[src/rtl/irq_prio_ctrl.sv]
// -----------------------------------------------------------------------------
// irq_prio_ctrl
//   Priority interrupt controller. It collects N raw interrupt lines. Each line
//   is latched as an edge or a level request. An enable mask is applied, and the
//   highest-priority eligible source is picked. Only one vector is presented at a
//   time, and it is held until the sink acknowledges it. The enabled pending
//   bitmap is also exported.
//
//   Optional feature macro: CARBON_IRQ_SYNC_EN
//     defined   : two-flop synchroniser on every irq_src bit (edge -> valid = 4 clk)
//     undefined : irq_src is used directly and must already be synchronous to clk
//
// Ports
//   clk               in   1          clock, all state on posedge
//   rst_n             in   1          asynchronous active-low reset
//   i_irq_src         in   N          raw interrupt request lines
//   i_cfg_enable      in   N          1 = source eligible for presentation
//   i_cfg_edge        in   N          1 = rising-edge triggered, 0 = level
//   i_cfg_prio        in   N*PRIO_W_E packed priorities, larger = higher
//   o_irq_valid       out  1          a vector is being presented
//   o_irq_vector      out  VEC_W      presented source index
//   o_irq_prio        out  PRIO_W_E   priority of the presented source
//   o_irq_pending     out  N          registered (pending & enable)
//   i_irq_ack         in   1          sink acknowledge strobe
//   i_irq_ack_vector  in   VEC_W      vector being acknowledged
// -----------------------------------------------------------------------------
module irq_prio_ctrl #(
    parameter  int N        = 32,
    parameter  int PRIO_W   = 0,
    localparam int VEC_W    = (N <= 1) ? 1 : $clog2(N),
    localparam int PRIO_W_E = (PRIO_W < 1) ? 1 : PRIO_W
) (
    input  logic                    clk,
    input  logic                    rst_n,
    input  logic [N-1:0]            i_irq_src,
    input  logic [N-1:0]            i_cfg_enable,
    input  logic [N-1:0]            i_cfg_edge,
    input  logic [N*PRIO_W_E-1:0]   i_cfg_prio,
    output logic                    o_irq_valid,
    output logic [VEC_W-1:0]        o_irq_vector,
    output logic [PRIO_W_E-1:0]     o_irq_prio,
    output logic [N-1:0]            o_irq_pending,
    input  logic                    i_irq_ack,
    input  logic [VEC_W-1:0]        i_irq_ack_vector
);

    typedef enum logic [1:0] {
        ST_IDLE    = 2'd0,
        ST_PRESENT = 2'd1,
        ST_GAP     = 2'd2
    } state_t;

    state_t                 r_state;
    state_t                 w_state_nxt;

    logic [N-1:0]           w_s;
    logic [N-1:0]           r_src_q;
    logic [N-1:0]           r_pending;
    logic [N-1:0]           w_pend_nxt;
    logic [N-1:0]           w_rise;
    logic [N-1:0]           w_clr;
    logic [N-1:0]           w_eligible;

    logic                   r_irq_valid;
    logic [VEC_W-1:0]       r_irq_vector;
    logic [PRIO_W_E-1:0]    r_irq_prio;
    logic [N-1:0]           r_irq_pending;

    logic                   w_valid_nxt;
    logic [VEC_W-1:0]       w_vec_nxt;
    logic [PRIO_W_E-1:0]    w_prio_nxt;

    logic                   w_found;
    logic                   w_take;
    logic [PRIO_W_E-1:0]    w_cand_prio;
    logic [VEC_W-1:0]       w_win_vec;
    logic [PRIO_W_E-1:0]    w_win_prio;
    logic                   w_ack_ok;

`ifdef CARBON_IRQ_SYNC_EN
    logic [N-1:0]           r_sync1;
    logic [N-1:0]           r_sync2;

    // Two-flop synchroniser ahead of the edge/level logic
    always_ff @(posedge clk or negedge rst_n) begin
        if (!rst_n) begin
            r_sync1 <= '0;
            r_sync2 <= '0;
        end else begin
            r_sync1 <= i_irq_src;
            r_sync2 <= r_sync1;
        end
    end

    assign w_s = r_sync2;
`else
    assign w_s = i_irq_src;
`endif

    // A sink acknowledge counts only while presenting and only for the held vector
    assign w_ack_ok   = (r_state == ST_PRESENT) && i_irq_ack &&
                        (i_irq_ack_vector == r_irq_vector);
    assign w_rise     = w_s & ~r_src_q;
    assign w_eligible = r_pending & i_cfg_enable;

    // Per-source clear strobe: only the acknowledged edge source is cleared
    always_comb begin
        w_clr = '0;
        for (int i = 0; i < N; i++) begin
            w_clr[i] = w_ack_ok && (r_irq_vector == VEC_W'(i)) && i_cfg_edge[i];
        end
    end

    // Pending next state. A fresh edge beats a same-cycle clear so it is not lost.
    // Level sources simply follow the sampled line.
    assign w_pend_nxt = (i_cfg_edge  & (w_rise | (r_pending & ~w_clr))) |
                        (~i_cfg_edge & w_s);

    // Arbitration: a strictly greater priority is needed to displace an earlier
    // winner, so ties resolve to the lowest index
    always_comb begin
        w_found     = 1'b0;
        w_take      = 1'b0;
        w_cand_prio = '0;
        w_win_vec   = '0;
        w_win_prio  = '0;
        for (int i = 0; i < N; i++) begin
            w_cand_prio = (PRIO_W == 0) ? '0 : i_cfg_prio[i*PRIO_W_E +: PRIO_W_E];
            w_take      = w_eligible[i] && (!w_found || (w_cand_prio > w_win_prio));
            w_win_vec   = w_take ? VEC_W'(i) : w_win_vec;
            w_win_prio  = w_take ? w_cand_prio : w_win_prio;
            w_found     = w_found | w_eligible[i];
        end
    end

    // Presentation FSM next-state and next-output logic
    always_comb begin
        w_state_nxt = r_state;
        w_valid_nxt = r_irq_valid;
        w_vec_nxt   = r_irq_vector;
        w_prio_nxt  = r_irq_prio;
        case (r_state)
            ST_IDLE: begin
                if (w_found) begin
                    w_state_nxt = ST_PRESENT;
                    w_valid_nxt = 1'b1;
                    w_vec_nxt   = w_win_vec;
                    w_prio_nxt  = w_win_prio;
                end else begin
                    w_state_nxt = ST_IDLE;
                    w_valid_nxt = 1'b0;
                end
            end
            ST_PRESENT: begin
                // Vector and priority stay sticky until a matching ack arrives
                if (w_ack_ok) begin
                    w_state_nxt = ST_GAP;
                    w_valid_nxt = 1'b0;
                end else begin
                    w_state_nxt = ST_PRESENT;
                    w_valid_nxt = 1'b1;
                end
            end
            ST_GAP: begin
                // One idle cycle so level lines and enables re-evaluate
                w_state_nxt = ST_IDLE;
                w_valid_nxt = 1'b0;
            end
            default: begin
                w_state_nxt = ST_IDLE;
                w_valid_nxt = 1'b0;
            end
        endcase
    end

    // State, request capture and registered outputs
    always_ff @(posedge clk or negedge rst_n) begin
        if (!rst_n) begin
            r_state       <= ST_IDLE;
            r_src_q       <= '0;
            r_pending     <= '0;
            r_irq_valid   <= 1'b0;
            r_irq_vector  <= '0;
            r_irq_prio    <= '0;
            r_irq_pending <= '0;
        end else begin
            r_state       <= w_state_nxt;
            r_src_q       <= w_s;
            r_pending     <= w_pend_nxt;
            r_irq_valid   <= w_valid_nxt;
            r_irq_vector  <= w_vec_nxt;
            r_irq_prio    <= w_prio_nxt;
            r_irq_pending <= w_eligible;
        end
    end

    assign o_irq_valid   = r_irq_valid;
    assign o_irq_vector  = r_irq_vector;
    assign o_irq_prio    = r_irq_prio;
    assign o_irq_pending = r_irq_pending;

endmodule

[config.mk]
export PLATFORM = sky130hd
export DESIGN_NAME = irq_prio_ctrl
export DESIGN_NICKNAME = d
export VERILOG_FILES = /design/src/rtl/irq_prio_ctrl.sv
export SDC_FILE = /design/constraint.sdc
export NUM_CORES = 1
export LEC_CHECK = 0
export ABC_AREA = 1
export ABC_CLOCK_PERIOD_IN_PS = 3820
export CORE_MARGIN = 5
export CORE_UTILIZATION = 47
export CTS_CLUSTER_DIAMETER = 50
export DETAILED_ROUTE_END_ITERATION = 16
export PLACE_DENSITY_LB_ADDON = 0.08
export SETUP_SLACK_MARGIN = 0.4
export SYNTH_ARGS = -nofsm -noshare
export SYNTH_HDL_FRONTEND = slang
export SYNTH_SLANG_ARGS = --single-unit
[constraint.sdc]
create_clock -name clk -period 3.82 [get_ports clk]
set_input_delay 1.146 -clock clk [delete_from_list [all_inputs] [get_ports clk]]
set_output_delay 1.146 -clock clk [all_outputs]
set_load 0.01 [all_outputs]
; ---- After elaboration in Yosys (flattened, before gate mapping)
; Index checks and enable logic that the tools add are counted.
[classes]
eq_ne = 33
muxes = 37
bitwise = 41
reduce_logical = 131
[op_table]
columns = operator, n
row1 = 32-bit bitwise AND, 5
row2 = 1-bit logical AND, 97
row3 = 32-bit NOT, 3
row4 = "5-bit == test, second input constant", 16
row5 = 5-bit 2-to-1 mux, 16
row6 = 32-bit bitwise OR, 2
row7 = "5-bit by 4-bit == test with 1-bit output, second input constant", 8
row8 = 4-bit 2-to-1 mux, 8
row9 = 1-bit zero test, 31
row10 = 1-bit bitwise OR, 31
row11 = "5-bit by 3-bit == test with 1-bit output, second input constant", 4
row12 = 3-bit 2-to-1 mux, 4
row13 = "5-bit by 2-bit == test with 1-bit output, second input constant", 2
row14 = 2-bit 2-to-1 mux, 3
row15 = "5-bit by 1-bit == test with 1-bit output, second input constant", 1
row16 = 5-bit == test, 1
row17 = 5-bit zero test, 1
row18 = 1-bit 2-to-1 mux, 4
row19 = 2-bit case mux with 2 select lines, 1
row20 = "2-bit by 1-bit == test with 1-bit output, second input constant", 1
row21 = 2-bit zero test, 1
row22 = 1-bit case mux with 2 select lines, 1
row23 = 2-bit AND reduction, 1
[word_totals]
ff_bits = 104
input_bits = 136
out_inout_bits = 39
wordCells = 248

; ---- Logic depth before layout (Yosys ltp)
; Gate-level depths: netlist (run 1).
[depth]
depth_word = 34
mapped_depth = 21
depth_no_buf = 21

; ---- Least setup slack after synthesis (run 1)
; OpenSTA, ideal clock, no wires.
[synth_path]
path_kind = input to register
from = input i_cfg_enable[1]
to = register r_irq_vector[0], in the netlist o_irq_vector[0]
setup_ps = 116
t_arrival_ps = 3217
required_time_ps = 3704
setup_slack_ps = 486
cell_stages = 20
path_buffers = 0
cell_sequence = nand2_2 nand2_2 nor2_4 nand4_4 nor2_4 nand4_4 nor2_4 nand4_4 nor2_4 nand4_4 nor2_4 nand4_4 nor2_4 nand4_2 nor2_4 nand4_4 nor2_1 nor2_1 nand2_1 nand2_1
[synth_via]
elab_chain_len = 34
elab_cells_between_ends = 125
[synth_lines]
columns = item, line
row1 = from (decl), 36  ; input logic [N-1:0] i_cfg_enable,
row2 = 32-bit bitwise AND *, 104  ; assign w_eligible = r_pending & i_cfg_enable;
row3 = 1-bit bitwise OR, 132  ; w_found = w_found | w_eligible[i];
row4 = 1-bit zero test or 1-bit bitwise OR (tied branches), "129, 132"
row5 = "1-bit logical AND, or another cell as far along", 129  ; w_take = w_eligible[i] && (!w_found || (w_cand_prio > w_win_prio));
row6 = "2-bit 2-to-1 mux, or another cell as far along (2 in series)", 130  ; w_win_vec = w_take ? VEC_W'(i) : w_win_vec;
row7 = "3-bit 2-to-1 mux, or another cell as far along (4 in series)", 130
row8 = "4-bit 2-to-1 mux, or another cell as far along (8 in series)", 130
row9 = "5-bit 2-to-1 mux, or another cell as far along (14 in series)", 130
row10 = 5-bit 2-to-1 mux or 1-bit logical AND (tied branches), "130, 129"
row11 = 5-bit 2-to-1 mux, 130
row12 = to (signal assigned), 191  ; r_irq_vector <= w_vec_nxt;
row13 = to (decl), 65  ; logic [VEC_W-1:0] r_irq_vector;
; Every way passes the cells marked *; elsewhere a longest branch is shown, timed or not.
; A chain may end at the register's enable or synchronous reset.

; ---- Final worst setup path (run 1)
[layout_path]
from = input i_cfg_enable[0]
to = register r_state[0]
[layout_via]
elab_chain_len = 34
[layout_lines]
columns = item, line
row1 = 32-bit bitwise AND, 104
row2 = 1-bit bitwise OR (31 in series), 132
row3 = 1-bit 2-to-1 mux, 144  ; if (w_found) begin
row4 = 2-bit case mux with 2 select lines, 142  ; case (r_state)
row5 = net w_state_nxt[0], 54  ; state_t w_state_nxt;
row6 = to (signal assigned), 187  ; r_state <= w_state_nxt;
row7 = to (decl), 53  ; state_t r_state;
; The timed path passes the listed nets, and every way through them passes these cells.

==> flow_metrics.tcl, run 1 <==
set metrics [dict create \
    end_kind "flop" \
    run_status "finished, final reports clean" \
    grt_pass1_vias 3924 \
    fillers 740 \
    cp_slowest_stage_delay_ns 0.22 \
    track_usage_pct 22.5 \
    clk_latency_ns 0.37 \
    hold_viol_final 0 \
    design.portCount 175 \
    drive_gt1_share_pct 13.7 \
    layout_commonest_cell "nand2_1" \
    io_buffers 141 \
    worst_pin_slew_ns 0.842 \
    hp-start "r_src_q[16]" \
    grt_max_degree 66 \
    clkPwrFrac_pct 26.8 \
    synthArstFlopShare_pct 100 \
    dieArea_um2 11200 \
    synth_nets 587 \
    route.detailed.drc 0 \
    cp-startpoint "i_cfg_enable[0]" \
    grt_first_pass_wirelength_um 19500 \
    period_share_pct 86.2 \
    drtAntennaViolNets 0 \
    cp-start-kind "input port" \
    p_per_area_nw_per_um2 410 \
    cts_sinks 103 \
    synth.avg_cell_area_um2 9.57 \
    synth_top_area_share_pct 59.7 \
    rsz0062_at_grt "false" \
    crit-reg2reg-launch "r_pending[2]" \
    ys_top_cells_by_area "dfrtp_1, nand2_1, o211ai_1" \
    crit_required_ns 4.07 \
    synth-edff-count 0 \
    wl_met3_um 783 \
    power_mw 2.61 \
    vdd.ir_drop.worst_uv 210 \
    htreeDepth 3 \
    syn_area_um2 4320 \
    cp_cell_sequence "clkdlybuf4s15_1 -> nand2_2 -> nand2_2 -> nor2_4 -> nand4_4 -> nor2_4 -> nand4_4 -> nor2_4 -> nand4_4 -> nor2_4 -> nand4_4 -> nor2_4 -> nand4_4 -> nor2_4 -> nand4_4 -> nor2_4 -> nand4_4 -> o21ai_4 -> o21ai_1" \
    drtPass1Iterations 4 \
    gp_congestion 0.894 \
    cp.arrival_ns 3.54 \
    die_w_um 106 \
    p_sw_share_pct 31.0 \
    synth_flop_cell "dfrtp_1" \
    die_h_um 106 \
    p_int_mw 1.80 \
    ys_seq_area_share_pct 59.7 \
    min_period_ns 3.29 \
    maxSlewViolCount 0 \
    antenna_cells 0 \
    drt_iter0_markers 206 \
    comb_power_share_pct 24.7 \
    coreArea_um2 9110 \
    critPathKind "in2reg" \
    setup_viol 0 \
    wirelength_um 12200 \
    pwr-share-seq_pct 48.5 \
    cp_max_fo 6 \
    fp-row-count 35 \
    routed_via_density 4.99 \
    antenna_found_initial 0 \
    yosys.area.top_type "dfrtp_1" \
    hpwl_um 9280 \
    syn_to_final_growth_pct 47.4 \
    cts_hold_buf 0 \
    register_area_um2 2580 \
    top_layer_used "met4" \
    root_buffer "clkbuf_8" \
    routed-via-count 3755 \
    preCtsSetupSlack_ns -0.199 \
    start_util_pct 47.4 \
    final_cell_mix "nand2_1, clkdlybuf4s50_1, dfrtp_1" \
    syn-instance-count 451 \
    ys_ff_latch 103 \
    tritoncts "yes" \
    wl_per_cell_um 16.2 \
    synth.distinct_cells 27 \
    ys_warn_count 0 \
    hold_class "reg2reg" \
    wl_met1_um 5250 \
    leakagePower_nw 3.06 \
    fin_nets 773 \
    clkTransAtPathRegs_ns 0.10 \
    cpMaxStageDelayCell "o21ai_4" \
    cts_buffers 9 \
    fmax_mhz 304 \
    rrSetupSlack_ns 1.05 \
    max-slew-margin-rel_pct 43.9 \
    maxCapViolations 0 \
    p_sw_mw 0.810 \
    layout_setup_ws_ns 0.528 \
    wl_met2_um 5940 \
    overflow 0 \
    cts_buffer_depth 2 \
    multiInputGateArea_um2 1580 \
    skew_ns 0.0110 \
]
==> final cells by class <==
type	count	share of cell area [%]
clock buffer	11	2.22
clock inverter	4	0.865
timing repair buffer	178	26.3
multi-input combinational	293	24.9
tap	111	2.18
inverter	52	3.07
sequential	103	40.5
==> worst max-delay path: cells and delay by family <==
family | cells | cell delay [ns]
simple gates | 16 | 1.91
compound gates | 2 | 0.31
buf+inv | 1 | 0.18
==> synth_stat cells (all sizes together) (2+ instances only) <==
| cell type | n |
|---|---|
| clkbuf | 2 |
| nand2 | 180 |
| inv | 52 |
| nor2 | 28 |
| dfrtp | 103 |
| a211oi | 3 |
| nor3 | 2 |
| nand4 | 13 |
| o21ai | 7 |
| o41ai | 6 |
| xor2 | 3 |
| nor4 | 2 |
| o211ai | 32 |
| nand3 | 12 |
==> kinds of logic after synthesis <==
| family | count (synthesis) | synth area share (%) |
|---|---|---|
| AOI/OAI and AO/OA | 51 | 8.96 |
| xor gates and xnor gates | 3 | 0.609 |
| buffers and inverters | 55 | 4.87 |
| DFF | 103 | 59.7 |
| other | 1 | 0.0869 |
| and+or+nand+nor | 238 | 25.8 |
==> per-stage QoR <==
| step | instances | hold WS [ns] | TNS, ns | util (%) | instance area (um2) |
|---|---|---|---|---|---|
| after floorplan | 451 | 0.466 | 0 | - | 4320 |
| after global placement | 714 | 0.474 | -0.699 | 65.4 | 5950 |
| after detailed placement | 714 | 0.482 | -1.13 | 65.4 | 5950 |
| after CTS | 748 | 0.492 | 0 | 69.3 | 6310 |
| after global routing | 752 | 0.501 | 0 | 69.8 | 6360 |
| final | 752 | 0.483 | 0 | 69.8 | 6360 |
==> routing by layer <==
layer,vias up,track usage [%]
met1,1773,29.1
met4,0,7.03
met5,-,0
met3,20,4.47
met2,125,38.1
li1,1837,-
==> repair_timing <==
item | in CTS | in global routing
endpoints found under the setup margin | 6 | 6
gates resized for setup | 27 | 4
setup buffers | 19 | 4
pin swaps | 19 | 13
==> power by group through the flow <==
| stage | sequential (mW) | combinational (mW) | clock, mW |
|---|---|---|---|
| 2_1_floorplan | 1.29 | 0.250 | 0 |
| 3_3_place_gp | 1.28 | 0.614 | 0 |
| 3_5_place_dp | 1.29 | 0.621 | 0 |
| 4_1_cts | 1.27 | 0.645 | 0.710 |
| 5_1_grt | 1.28 | 0.705 | 0.755 |
| 6_report | 1.27 | 0.645 | 0.698 |
==> path summary, 6_finish.rpt <==
check	endpoint	depth (start not counted)
min in group asynchronous	r_pending[6]	1
max in group asynchronous	r_src_q[0]	2
min reg2reg	r_pending[16]	3
max reg2reg	r_state[0]	18
max	r_state[0]	19
min	r_pending[16]	3
==> flip-flops by register name (all words and copies together) (netlist names) <==
| name | cells |
|---|---|
| o_irq_vector | 5 |
| r_src_q | 32 |
| r_pending | 32 |
| r_state | 2 |
| o_irq_pending | 32 |
Power figures use the tool's default switching activity.
==> run 2, diff against run 1 <==
--- a/config.mk
+++ b/config.mk
@@ -6,11 +6,12 @@
 export NUM_CORES = 1
 export LEC_CHECK = 0
 export ABC_AREA = 1
-export ABC_CLOCK_PERIOD_IN_PS = 3820
+export ABC_CLOCK_PERIOD_IN_PS = 3900
 export CORE_MARGIN = 5
 export CORE_UTILIZATION = 47
 export CTS_CLUSTER_DIAMETER = 50
 export DETAILED_ROUTE_END_ITERATION = 16
+export GPL_TIMING_DRIVEN = 1
 export PLACE_DENSITY_LB_ADDON = 0.08
 export SETUP_SLACK_MARGIN = 0.4
 export SYNTH_ARGS = -nofsm -noshare
==> constraint.sdc (replaced) <==
create_clock -name clk -period 3.9 [get_ports clk]
set_input_delay 1.17 -clock clk [delete_from_list [all_inputs] [get_ports clk]]
set_output_delay 1.17 -clock clk [all_outputs]
set_load 0.01 [all_outputs]
==> run 2 against run 1 <==
Compared with the run above:
- non-clock buffer count is 11 lower
- count of clock-buffer cells in the layout stayed put
- die area stayed put
- global-route usage is 0.45 points lower
- sequential power hardly changed
- register-to-register slack better by 0.09 ns
- worst hold slack better by 0.0063 ns
- final cell count is 1.5% lower
- combinational power is 4.5% lower
- design area is 1.4% lower
==> flow_metrics.tcl, run 2 (synthesis gave the netlist of run 1 again) <==
set metrics [dict create \
    run_status "finished, final reports clean" \
    io_buffers 141 \
    clkPwrFrac_pct 25.1 \
    finish.utilization_pct 68.9 \
    end_kind "flop" \
    route.detailed.drc 0 \
    final_area_um2 6270 \
    routed-via-count 3714 \
    drive_gt1_share_pct 11.9 \
    drt_iter0_markers 181 \
    antenna_found_initial 0 \
    rsz0062_at_grt "false" \
    tritoncts "yes" \
    grt_max_degree 104 \
    cts_buffers 9 \
    syn_to_final_growth_pct 45.3 \
    hold_class "reg2reg" \
    min_period_ns 3.33 \
    fin_nets 762 \
    pwr-share-seq_pct 50.0 \
    vdd.ir_drop.worst_uv 205 \
    antenna_cells 0 \
    max-slew-margin-rel_pct 59.7 \
    drtAntennaViolNets 0 \
    leakagePower_nw 3.00 \
    critPathKind "in2reg" \
    hold_viol_final 0 \
    maxSlewViolCount 0 \
    htreeDepth 3 \
    hpwl_um 9020 \
    comb_power_share_pct 24.9 \
    cp_max_fo 6 \
    cts_hold_buf 0 \
    cts_buffer_depth 2 \
    p_per_area_nw_per_um2 395 \
    cts_sinks 103 \
    p_int_mw 1.70 \
    overflow 0 \
    design.portCount 175 \
    dieArea_um2 11200 \
    crit_required_ns 4.13 \
    worst_pin_slew_ns 0.601 \
    period_share_pct 85.3 \
    skew_ns 0.0114 \
    track_usage_pct 22.0 \
    fp-row-count 35 \
    routed_via_density 5.01 \
    die_w_um 106 \
    drtPass1Iterations 4 \
    clk_latency_ns 0.36 \
    gp_congestion 0.871 \
    place_area_um2 5940 \
    clkTransAtPathRegs_ns 0.10 \
    grt_pass1_vias 3844 \
    wl_per_cell_um 16.0 \
    start_util_pct 47.4 \
    layout_commonest_cell "nand2_1" \
    setup_viol 0 \
    cp.arrival_ns 3.56 \
    fmax_mhz 301 \
    die_h_um 106 \
    root_buffer "clkbuf_8" \
    final_cell_mix "nand2_1, clkdlybuf4s50_1, dfrtp_1" \
    maxCapViolations 0 \
    p_sw_mw 0.776 \
    wirelength_um 11900 \
    cp-start-kind "input port" \
    fillers 743 \
    grt_first_pass_wirelength_um 19200 \
    p_sw_share_pct 31.3 \
    coreArea_um2 9110 \
]
## run 2: cell types whose count changed in the layout (fill, tap and decap cells not counted), sizes merged
cell	change
buf	-13
clkdlybuf4s15	+2
clkinvlp	+2
bufinv	-1
inv	-1
## run 2: critical path, stage by stage
cell and delay (ns):
clkdlybuf4s15_1 0.18, nand2_2 0.07, nand2_2 0.06, nor2_4 0.13
nand4_4 0.10, nor2_4 0.13, nand4_4 0.10, nor2_4 0.14
nand4_4 0.10, nor2_4 0.13, nand4_4 0.10, nor2_4 0.15
nand4_4 0.12, nor2_4 0.14, nand4_4 0.09, nor2_4 0.17
nand4_4 0.15, o21ai_4 0.22, o21ai_1 0.09
## run 2: worst paths after layout
kind	start	to	slack, ns	cells past startpoint
worst max-delay path	i_cfg_enable[0]	r_state[0]	0.57	19
worst min-delay path	r_src_q[3]	r_pending[3]	0.49	3
worst max register to register	r_pending[3]	r_state[0]	1.14	18
worst min register to register	r_src_q[3]	r_pending[3]	0.49	3
max in group asynchronous	rst_n	r_pending[0]	2.62	2
min in group asynchronous	rst_n	r_src_q[6]	0.82	2
## run 2: through the flow
stage	worst slack, ns	setup TNS, ns	total power, mW	hold slack (ns)	cells
finish	0.572	0	2.48	0.490	741
global placement	-0.0719	-0.333	1.86	0.474	711
floorplan	0.542	0	1.50	0.466	451
CTS	0.400	0	2.50	0.489	737
detailed placement	-0.111	-0.606	1.87	0.481	711
global route	0.384	0	2.62	0.509	741
## run 2: repair_timing
| item | CTS | global route |
|---|---|---|
| setup buffers | 11 | 4 |
| resized for setup | 19 | 7 |
| pin swaps | 19 | 13 |
| endpoints found under the setup margin | 6 | 6 |
## run 2: power groups by stage
stage / registers, mW / clock network, mW / logic (mW)
6_report: 1.24 / 0.622 / 0.616
2_1_floorplan: 1.26 / 0 / 0.245
3_3_place_gp: 1.26 / 0 / 0.600
3_5_place_dp: 1.26 / 0 / 0.608
4_1_cts: 1.24 / 0.637 / 0.622
5_1_grt: 1.25 / 0.682 / 0.681
## run 2: cell type report
| cell class | count | area (um2) | share of cell area (%) |
|---|---|---|---|
| inverter | 52 | 195 | 3.11 |
| sequential | 103 | 2580 | 41.1 |
| clock buffer | 11 | 151 | 2.41 |
| multi-input combinational | 293 | 1570 | 25.0 |
| clock inverter | 4 | 31.3 | 0.499 |
| tap | 111 | 139 | 2.21 |
| timing repair buffer | 167 | 1610 | 25.7 |
## run 2: metal layers
layer  vias to the layer above  track usage, %  routed length, um
met5                         -               0                  0
met4                         0            6.66                210
met3                        17            4.78                860
met2                       136            36.3               5700
met1                      1738            29.3               5090
li1                       1823               -                  -
==> run 3, diff against run 2 <==
--- a/config.mk
+++ b/config.mk
@@ -6,9 +6,9 @@
 export NUM_CORES = 1
 export LEC_CHECK = 0
 export ABC_AREA = 1
-export ABC_CLOCK_PERIOD_IN_PS = 3900
+export ABC_CLOCK_PERIOD_IN_PS = 3500
 export CORE_MARGIN = 5
-export CORE_UTILIZATION = 47
+export CORE_UTILIZATION = 43
 export CTS_CLUSTER_DIAMETER = 50
 export DETAILED_ROUTE_END_ITERATION = 16
 export GPL_TIMING_DRIVEN = 1
==> constraint.sdc (replaced) <==
create_clock -name clk -period 3.5 [get_ports clk]
set_input_delay 1.05 -clock clk [delete_from_list [all_inputs] [get_ports clk]]
set_output_delay 1.05 -clock clk [all_outputs]
set_load 0.01 [all_outputs]
==> run 3 against run 2 <==
Compared with the run above:
- utilization decreased by 2.6 points
- sequential cell count is the same
- non-clock buffer count grew 16
- critical path type unchanged
- register-to-register slack lost 0.42 ns
- global-route usage shrank 1.2 points
- clock skew decreased by 0.0010 ns
- sequential share of layout area down 1.3 points
- die area is 8.4% higher
==> flow_metrics.tcl, run 3 (synthesis gave the netlist of run 1 again) <==
set metrics [dict create \
    antenna_found_initial 0 \
    cp_slowest_stage_delay_ns 0.41 \
    layout_setup_ws_ns 0.402 \
    path_common_cell "nand2_1" \
    preCtsSetupSlack_ns -0.452 \
    worstReg2RegEnd "o_irq_vector[4]" \
    hpwl_um 9470 \
    worst-path-stages 21 \
    drt_iter0_markers 205 \
    worst_r2r_path_depth 24 \
    drive_gt1_share_pct 14.7 \
    finalNonFillerCells 780 \
    cp_max_fo 3 \
    fin_nets 778 \
    rrSetupSlack_ns 0.72 \
    setup_tns_ns 0 \
    hold_viol_final 0 \
    antenna_cells 0 \
    max-slew-margin-rel_pct 51.0 \
    min_period_ns 3.10 \
    rsz0062_at_grt "true" \
    maxSlewViolCount 0 \
    grt_first_pass_wirelength_um 19000 \
    overflow 0 \
    run_status "finished, final reports clean" \
    end_kind "flop" \
    gp_congestion 0.871 \
    placed_cells_incl_taps 742 \
    wirelength_um 12100 \
    coreArea_um2 9770 \
    leakagePower_nw 3.10 \
    crit_buf_inv 5 \
    root_buffer "clkbuf_8" \
    routed-via-count 3731 \
    cts_buffers 9 \
    cpMaxStageDelayCell "clkdlybuf4s50_1" \
    wl_per_cell_um 15.5 \
    io_buffers 141 \
    cp.arrival_ns 3.40 \
    finish.utilization_pct 66.3 \
    start_util_pct 44.2 \
    grt_pass1_vias 3884 \
    track_usage_pct 20.8 \
    routed_via_density 4.78 \
    fmax_mhz 323 \
    syn_to_final_growth_pct 50.1 \
    skew_ns 0.0104 \
    fp-row-count 36 \
    tritoncts "yes" \
    cp_cell_sequence "clkdlybuf4s50_1 -> nand2_1 -> nand4_4 -> nor2_4 -> nand4_4 -> nor2_4 -> nand4_4 -> nor2_4 -> nand4_4 -> nor2_4 -> buf_4 -> buf_4 -> buf_4 -> o41ai_1 -> nand3_1 -> inv_1 -> nand2_1 -> nor2_1 -> nand2_1 -> nand2_1 -> nand2_1" \
    htreeDepth 3 \
    grt_max_degree 59 \
    clk_latency_ns 0.37 \
    drtPass1Iterations 4 \
    drtAntennaViolNets 0 \
    worst_pin_slew_ns 0.736 \
    setup_viol 0 \
    maxCapViolations 0 \
    critPathKind "in2reg" \
    crit_family "simple AND/OR/NAND/NOR gates" \
    cp-start-kind "input port" \
    whs_ns 0.491 \
    crit_required_ns 3.81 \
    clkTransAtPathRegs_ns 0.09 \
    cp-startpoint "i_cfg_enable[10]" \
    design.portCount 175 \
    p_per_area_nw_per_um2 437 \
    final_cell_mix "nand2_1, clkdlybuf4s50_1, dfrtp_1" \
    vdd.ir_drop.worst_uv 185 \
    period_share_pct 88.5 \
    layout_commonest_cell "nand2_1" \
    endpoint "o_irq_vector[4]" \
    crit-reg2reg-launch "r_pending[0]" \
    dieArea_um2 12100 \
    cts_buffer_depth 2 \
    die_w_um 110 \
    hold_class "reg2reg" \
    die_h_um 110 \
    cts_sinks 103 \
    route.detailed.drc 0 \
]
==> run 3: cell count changes in the layout (fill, tap and decap cells not counted), moves of 2 or more <==
cell        delta
buf_4         +17
buf_6          +3
clkinv_2       +2
clkinvlp_4     -2
nand2_2        -5
nand2_4        +4
nand2_8        +2
==> run 3: layout make-up <==
cell class / instances / area (um2)
well taps: 133 / 166
fillers: 834 / 3290
repair buffers: 183 / 1730
clock inverters: 5 / 56.3
clock buffers: 11 / 141
multi-input cells: 293 / 1610
inverters: 52 / 195
flip-flops and latches: 103 / 2580
==> run 3: what timing repair did <==
item                                    4_1_cts  5_1_grt
hold buffers                                  0        0
resized for setup                            33        6
endpoints found under the setup margin        6        6
setup buffers                                17        5
pin swaps                                    21       14
==> run 3: report_power, final <==
part	switching (mW)	total, mW	leakage [nW]	internal, mW
clock network	0.395	0.746	0.0997	0.351
logic	0.379	0.709	1.77	0.330
registers	0.0841	1.38	1.24	1.29
==> run 3: worst min path at each step <==
stage	end	cells after the start	slack (ns)	startpoint
floorplan	r_pending[0]	3	0.47	r_src_q[0]
global placement	r_pending[12]	3	0.47	r_src_q[12]
detailed placement	r_pending[0]	3	0.48	r_src_q[0]
CTS	r_pending[15]	3	0.50	r_src_q[15]
global route	r_pending[26]	3	0.52	r_src_q[26]
finish	r_pending[17]	3	0.49	r_src_q[17]
==> run 3: worst min-delay path: cells and delay by family, from the launching register on <==
family           cells  cell delay, ns
AND/OR/NAND/NOR      3            0.13
flip-flops           1            0.33
==> run 3: routing by layer <==
metal | vias up | routed length [um] | GRT usage [%]
met5 | - | 0 | 0
met4 | 0 | 144 | 6.33
met3 | 10 | 954 | 3.44
met2 | 128 | 5770 | 34.6
met1 | 1748 | 5260 | 28.1
li1 | 1845 | - | -
==> run 3: per-stage QoR <==
step	instance area (um2)	power, mW
after floorplan	4360	1.69
after global placement	6070	2.07
after detailed placement	6070	2.09
after CTS	6420	2.85
after global routing	6480	2.99
final	6480	2.83
